### config.mk
export PLATFORM = sky130hd
export DESIGN_NAME = des_sync
export DESIGN_NICKNAME = d
export VERILOG_FILES = /design/src/rtl/des_sync_pkg.sv /design/src/rtl/des_sync_shift.sv /design/src/rtl/des_sync.sv
export SDC_FILE = /design/constraint.sdc
export NUM_CORES = 1
export LEC_CHECK = 0
export CORE_ASPECT_RATIO = 1.2
export CORE_MARGIN = 4
export CORE_UTILIZATION = 56
export CTS_CLUSTER_DIAMETER = 200
export DETAILED_ROUTE_END_ITERATION = 16
export PLACE_DENSITY_LB_ADDON = 0.15
export SKIP_LAST_GASP = 1
export SLEW_MARGIN = 20
export SYNTH_ARGS = -nofsm -noshare
export SYNTH_HDL_FRONTEND = slang
export SYNTH_SLANG_ARGS = --single-unit
### constraint.sdc
create_clock -name clk -period 3.1 [get_ports clk]
set_input_delay 0.31 -clock clk [delete_from_list [all_inputs] [get_ports clk]]
set_output_delay 0.31 -clock clk [all_outputs]
set_load 0.01 [all_outputs]
### src/rtl/des_sync_pkg.sv
// des_sync_pkg: word width, receiver state encoding and default frame marker for des_sync
package des_sync_pkg;
  localparam int WORD_W = 16;
  localparam logic [WORD_W-1:0] SYNC_DEFAULT = 16'hA5C3;
  typedef enum logic [1:0] {HUNT, CHECK, LOCK} state_t;
endpackage

### src/rtl/des_sync_shift.sv
// des_sync_shift: serial capture register, bit-in-word counter and the 16-bit window ending at the current bit
module des_sync_shift
  import des_sync_pkg::*;
(
  input  logic              clk,
  input  logic              rst,
  input  logic              datain,
  input  logic              load,
  output logic [WORD_W-1:0] w,
  output logic [3:0]        bit_cnt
);
  logic [WORD_W-2:0] shift_q, shift_d;
  logic [3:0] bit_cnt_q, bit_cnt_d;
  assign w = {shift_q, datain};
  assign bit_cnt = bit_cnt_q;
  always_comb begin
    shift_d = w[WORD_W-2:0];
    bit_cnt_d = load ? 4'd0 : bit_cnt_q + 4'd1;
  end
  always_ff @(posedge clk or posedge rst) begin
    if (rst) begin
      shift_q <= '0;
      bit_cnt_q <= '0;
    end else begin
      shift_q <= shift_d;
      bit_cnt_q <= bit_cnt_d;
    end
  end
endmodule

### src/rtl/des_sync.sv
// des_sync: serial-to-parallel receiver with sync-word framing (HUNT/CHECK/LOCK).
// Define DES_SYNC_ERRCNT_EN to build the saturating sync-miss counter on err_cnt.
module des_sync
  import des_sync_pkg::*;
#(
  parameter logic [WORD_W-1:0] SYNC_WORD = SYNC_DEFAULT,
  parameter int                FRAME_LEN = 8,
  parameter int                MISS_MAX  = 2
) (
  input  logic              clk,
  input  logic              rst,
  input  logic              datain,
  output logic [WORD_W-1:0] dataout,
  output logic              valid,
  output logic              sof,
  output logic              locked,
  output logic [7:0]        err_cnt
);
  localparam int IW = $clog2(FRAME_LEN);
  state_t state_q, state_d;
  logic [IW-1:0] word_idx_q, word_idx_d, idx_nx;
  logic [3:0] miss_q, miss_d;
  logic [WORD_W-1:0] dataout_q, dataout_d;
  logic valid_q, valid_d, sof_q, sof_d;
  logic load, done, match, sync_slot;
  logic [WORD_W-1:0] w;
  logic [3:0] bit_cnt;
  des_sync_shift u_shift (
    .clk     (clk),
    .rst     (rst),
    .datain  (datain),
    .load    (load),
    .w       (w),
    .bit_cnt (bit_cnt)
  );
  always_comb begin
    done = bit_cnt == 4'd15;
    match = w == SYNC_WORD;
    sync_slot = done && word_idx_q == '0;
    idx_nx = (word_idx_q == IW'(FRAME_LEN - 1)) ? '0 : word_idx_q + IW'(1);
    state_d = state_q;
    word_idx_d = done ? idx_nx : word_idx_q;
    miss_d = miss_q;
    dataout_d = dataout_q;
    valid_d = 1'b0;
    sof_d = 1'b0;
    load = 1'b0;
    case (state_q)
      HUNT: if (match) begin
        state_d = CHECK;
        load = 1'b1;
        word_idx_d = IW'(1);
      end
      CHECK: if (sync_slot) begin
        state_d = match ? LOCK : HUNT;
        miss_d = '0;
      end
      LOCK: if (done && word_idx_q != '0) begin
        dataout_d = w;
        valid_d = 1'b1;
        sof_d = word_idx_q == IW'(1);
      end else if (sync_slot) begin
        miss_d = match ? 4'd0 : miss_q + 4'd1;
        state_d = (!match && miss_d == 4'(MISS_MAX)) ? HUNT : LOCK;
      end
      default: state_d = HUNT;
    endcase
  end
  always_ff @(posedge clk or posedge rst) begin
    if (rst) begin
      state_q <= HUNT;
      word_idx_q <= '0;
      miss_q <= '0;
      dataout_q <= '0;
      valid_q <= 1'b0;
      sof_q <= 1'b0;
    end else begin
      state_q <= state_d;
      word_idx_q <= word_idx_d;
      miss_q <= miss_d;
      dataout_q <= dataout_d;
      valid_q <= valid_d;
      sof_q <= sof_d;
    end
  end
  assign dataout = dataout_q;
  assign valid = valid_q;
  assign sof = sof_q;
  assign locked = state_q == LOCK;
`ifdef DES_SYNC_ERRCNT_EN
  logic [7:0] err_q, err_d;
  always_comb err_d = (state_q == LOCK && sync_slot && !match && err_q != 8'hFF) ? err_q + 8'd1 : err_q;
  always_ff @(posedge clk or posedge rst) begin
    if (rst) err_q <= '0;
    else err_q <= err_d;
  end
  assign err_cnt = err_q;
`else
  assign err_cnt = 8'h00;
`endif
endmodule

# Yosys cells after proc, flatten, opt, wreduce, memory -nomap -nowiden
# Index checks and enable logic that the tools add are counted.
# word_totals
reg_bits	46
# op_classes
mux	23
add_sub_neg	3
eq_ne	11
reduce_logical	11
# op_table
cell	count
$mux 4	5
$eq 16x16->1 const B	1
$mux 2	6
$mux 3	4
$add 4x1->4 const B	2
$pmux 4 s2	1
$reduce_and 4->1	2
$mux 1	6
$ne 2x2->1 const B	3
$pmux 2 s3	1
$eq 4x2->1 const B	1
$eq 4x4->1 const B	1
$add 3x1->3 const B	1
$eq 3x1->1 const B	1
$eq 3x3->1 const B	1
$logic_and 1x1->1	3
$logic_not 3->1	1
$reduce_bool 3->1	1
$eq 2x1->1 const B	1
$eq 2x2->1 const B	1
$logic_not 2->1	1
$ne 2x1->1 const B	1
$reduce_and 2->1	1
$reduce_bool 2->1	1
$logic_not 1->1	1

# Logic depth before layout (Yosys ltp)
# depth
word_depth	8
ltp_mapped	6
mapped_depth_nobuf	6

# Modules after synthesis
# From an unflattened synthesis, not the netlist that was laid out.
# unflattened
hier_cells	141
hier_area_um2	1951.9
# modules_own_cells
mod	seq_area_each_um2	area_per_inst_um2	cells_per_inst	instances
des_sync	675.6	1395.1	111	1
des_sync_shift	475.5	556.8	30	1

# Worst setup path before layout
# OpenSTA, ideal clock, no wires.
# synth_path
kind	register -> register
from	register word_idx_q[0]
to	register dataout_q[0], in the netlist dataout[0]
path_stages_with_launch	7
arrival_ns	1.658
t_required_ns	2.975
slack_ns	1.317
n_path_buf	1
setup_time_ns	0.125
path_cell_list	dfrtp_1 > inv_1 > ha_1 > and2b_4 > nor3_4 > buf_12 > mux2_4
# synth_via
elab_chain_cells	3
# synth_lines
item	line	rtl
start, declared	des_sync.sv:21	logic [IW-1:0] word_idx_q, word_idx_d, idx_nx;
start signal, assigned	des_sync.sv:79	word_idx_q <= word_idx_d;
$reduce_bool 3->1	des_sync.sv:58	LOCK: if (done && word_idx_q != '0) begin
$logic_and 1x1->1	des_sync.sv:58	
$reduce_and 2->1 (no line)	--	
end signal, assigned	des_sync.sv:81	dataout_q <= dataout_d;
end, declared	des_sync.sv:23	logic [WORD_W-1:0] dataout_q, dataout_d;
# No other way between the ends.
# A chain may end at the register's enable or synchronous reset.

# Worst setup path in the final report
# layout_path
from	register state_q[0]
to	output port locked
# layout_via
elab_chain_cells	1
# layout_lines
item	line	rtl
start, declared	des_sync.sv:20	state_t state_q, state_d;
start signal, assigned	des_sync.sv:78	state_q <= state_d;
$eq 2x2->1	des_sync.sv:89	assign locked = state_q == LOCK;
end, declared	des_sync.sv:16	output logic locked,
# No other way between the ends.

==> out/results.ini <==
[yosys]
ys_seq_area_share_pct=60.65
async_flop_share_pct=100.0
syn_area_um2=1898
synth_top_area_share_pct=60.65
syn_area_per_cell_um2=14.27
yosys-top-cells-count=dfrtp_1, buf_4, mux2_2, mux2_4, nor2_1
ys.warnings.count=0
synth_area_leaders=dfrtp_1, mux2_4, mux2_2
synthXorXnorAreaFrac_pct=1.384
synth_top_family_by_area=simple AND/OR/NAND/NOR gates
synthMuxAreaShare_pct=11.60
yosysTopAreaCell=dfrtp_1
synth_simple_gate_area_share_pct=13.12
synthFlopType=dfrtp_1
ys_seq_elements=46
synth_compound_area_share_pct=4.087
yosys.area_share.adder_pct=3.955
synth_edf_count=0
syn_inst=133
synth_cell_types=34
yosysMostFrequentCell=dfrtp_1

[global_routing]
antenna_found_initial=0
grt_use_total_pct=15.44
grt_pass1_vias=1116
grt_pass1_wl_um=5043
gr-total-overflow=0
grt_max_degree=34

[clock_tree]
post-cts-setup-buffers=0
clockRootBuffer=clkbuf_4
cts.path.max_buffers=2
cts_resized=0
cts_tree=yes
cts_htree_levels=2
clk_latency_ns=0.36
hold_buffers=0
cts_buffers=5
clk_pin_slew_ns=0.14
cts.sinks=46

[placement]
gp_congestion=0.7901
dp_hpwl_um=2098
port_buffers=21

[setup_path]
critPathLaunchType=register
cp.required_ns=2.79
crit_path_max_fanout=5
worst-r2r-setup-slack_ns=1.28
worstRegToRegCells=6
rr_endpoint=dataout[8]$_DFFE_PP0P_
crit_type=register to output port
r2r_start=word_idx_q[0]$_DFF_PP0_
cp.arrival_ns=1.74
critical_path.endpoint_type=output port

[drt]
ant_nets=0
drtIter0Drc=34
drcViolationCount=0
viasPerCell=5.338
wl_met3_um=140
vias=1057
top_layer_used=met4
dr.pass1.iters=4
routed_wl_um=2857
m1WireLength_um=1281
met2WireLength_um=1382
wl_per_cell_um=14.43

[cells_and_area]
n_antenna_cell=0
fillCellCount=228
fin_nets=170
areaGrowthSynthToFinish_pct=14.50
drive_gt1_share_pct=21.60

[timing]
fin_hold_ws_ns=0.3368
worst_pin_slew_ns=0.6379
relSlewSlack_pct=57.41
min_period_over_period_pct=66.01
min_period_ns=2.046
tns_ns=0
grt_setup_unrepaired=false
max_freq_mhz=488.7
drv_slew=0
skew_ns=0.01582
hold_violations=0
setup_viol=0

[pwr]
max-vdd-ir-drop_mv=0.4506
p_leak_nw=1.001
total_power_uw=941.9
pwr_density_cell_nw_per_um2=433.4

[floorplanning]
num_rows=22
start_util_pct=59.96
coreArea_um2=3166
die_area_um2=4389
ios=30
die_y_um=71.78
die_width_um=61.15

[flow_run]
cap_violations=0

[hold_path]
worstHoldPathType=input pin to async pin

[run_status]
status=completed

worst max path at each step:
stage                                 start                endpoint  cells past startpoint
finish               state_q[0]$_DFFE_PP0P_                  locked                      3
global route         state_q[0]$_DFFE_PP0P_                  locked                      3
CTS                  state_q[0]$_DFFE_PP0P_                  locked                      3
detailed placement  word_idx_q[0]$_DFF_PP0_  dataout[6]$_DFFE_PP0P_                      6
global placement    word_idx_q[0]$_DFF_PP0_  dataout[7]$_DFFE_PP0P_                      6
floorplan           word_idx_q[0]$_DFF_PP0_  dataout[0]$_DFFE_PP0P_                      6
layout make-up:
cell class                      instances  area (µm²)  area share [%]
Clock buffer                            5       37.54           1.727
Timing Repair Buffer                   23       225.2           10.36
Sequential cell                        46        1151           52.96
Tap cell                               36       45.04           2.073
Clock inverter                          3       21.27          0.9787
Inverter                                4       15.01          0.6908
Multi-Input combinational cell         81       678.2           31.20
metrics by stage:
| step | worst slack [ns] | area [µm²] | instances | util, % |
|---|---|---|---|---|
| finish | 1.054 | 2173 | 198 | 68.66 |
| global route | 0.9599 | 2173 | 198 | 68.66 |
| CTS | 1.033 | 2173 | 198 | 68.66 |
| global placement | 1.317 | 2115 | 190 | 66.80 |
| floorplan | 1.317 | 1924 | 140 | - |
| detailed placement | 1.281 | 2115 | 190 | 66.80 |
power breakdown:
part / switching (mW) / leakage, nW / total (mW) / internal (mW)
Combinational: 0.0254 / 0.392 / 0.0396 / 0.0142
Clock: 0.186 / 0.0312 / 0.274 / 0.0883
Sequential: 0.0137 / 0.578 / 0.628 / 0.615
worst max-delay path, stage by stage, from the launching register on:
cell and delay (ns):
dfrtp_1 0.46, nand2b_1 0.23, inv_1 0.14, clkdlybuf4s50_1 0.55
registers in the layout (all words and copies together) (netlist names):
signal	flops
u_shift.bit_cnt	4
dataout	16
valid	1
sof	1
state_q	2
word_idx_q	3
miss_q	4
u_shift.shift_q	15
layout by cell type, fill, tap and decap left out, drive strengths merged, types with 3 or more instances in the layout:
| master | count |
|---|---|
| dfrtp | 46 |
| nor3 | 5 |
| conb | 8 |
| clkbuf | 5 |
| ha | 6 |
| mux2 | 16 |
| o21ai | 3 |
| nand2 | 4 |
| nor2 | 7 |
| clkdlybuf4s50 | 21 |
| nand3 | 5 |
| inv | 4 |
| nor2b | 5 |
per-layer routing:
metal,vias to the layer above,GRT usage [%]
met5,-,0
met1,530,18.39
met3,5,3.964
li1,499,-
met2,23,25.41
met4,0,7.229
cell families after synthesis:
family	count (synthesis)
other cells	1
xor+xnor	3
fa+ha+maj	6
mux	17
buf+inv	13
flops	46
simple gates	36
compound gates	11
(Power assumes the default switching activity.)
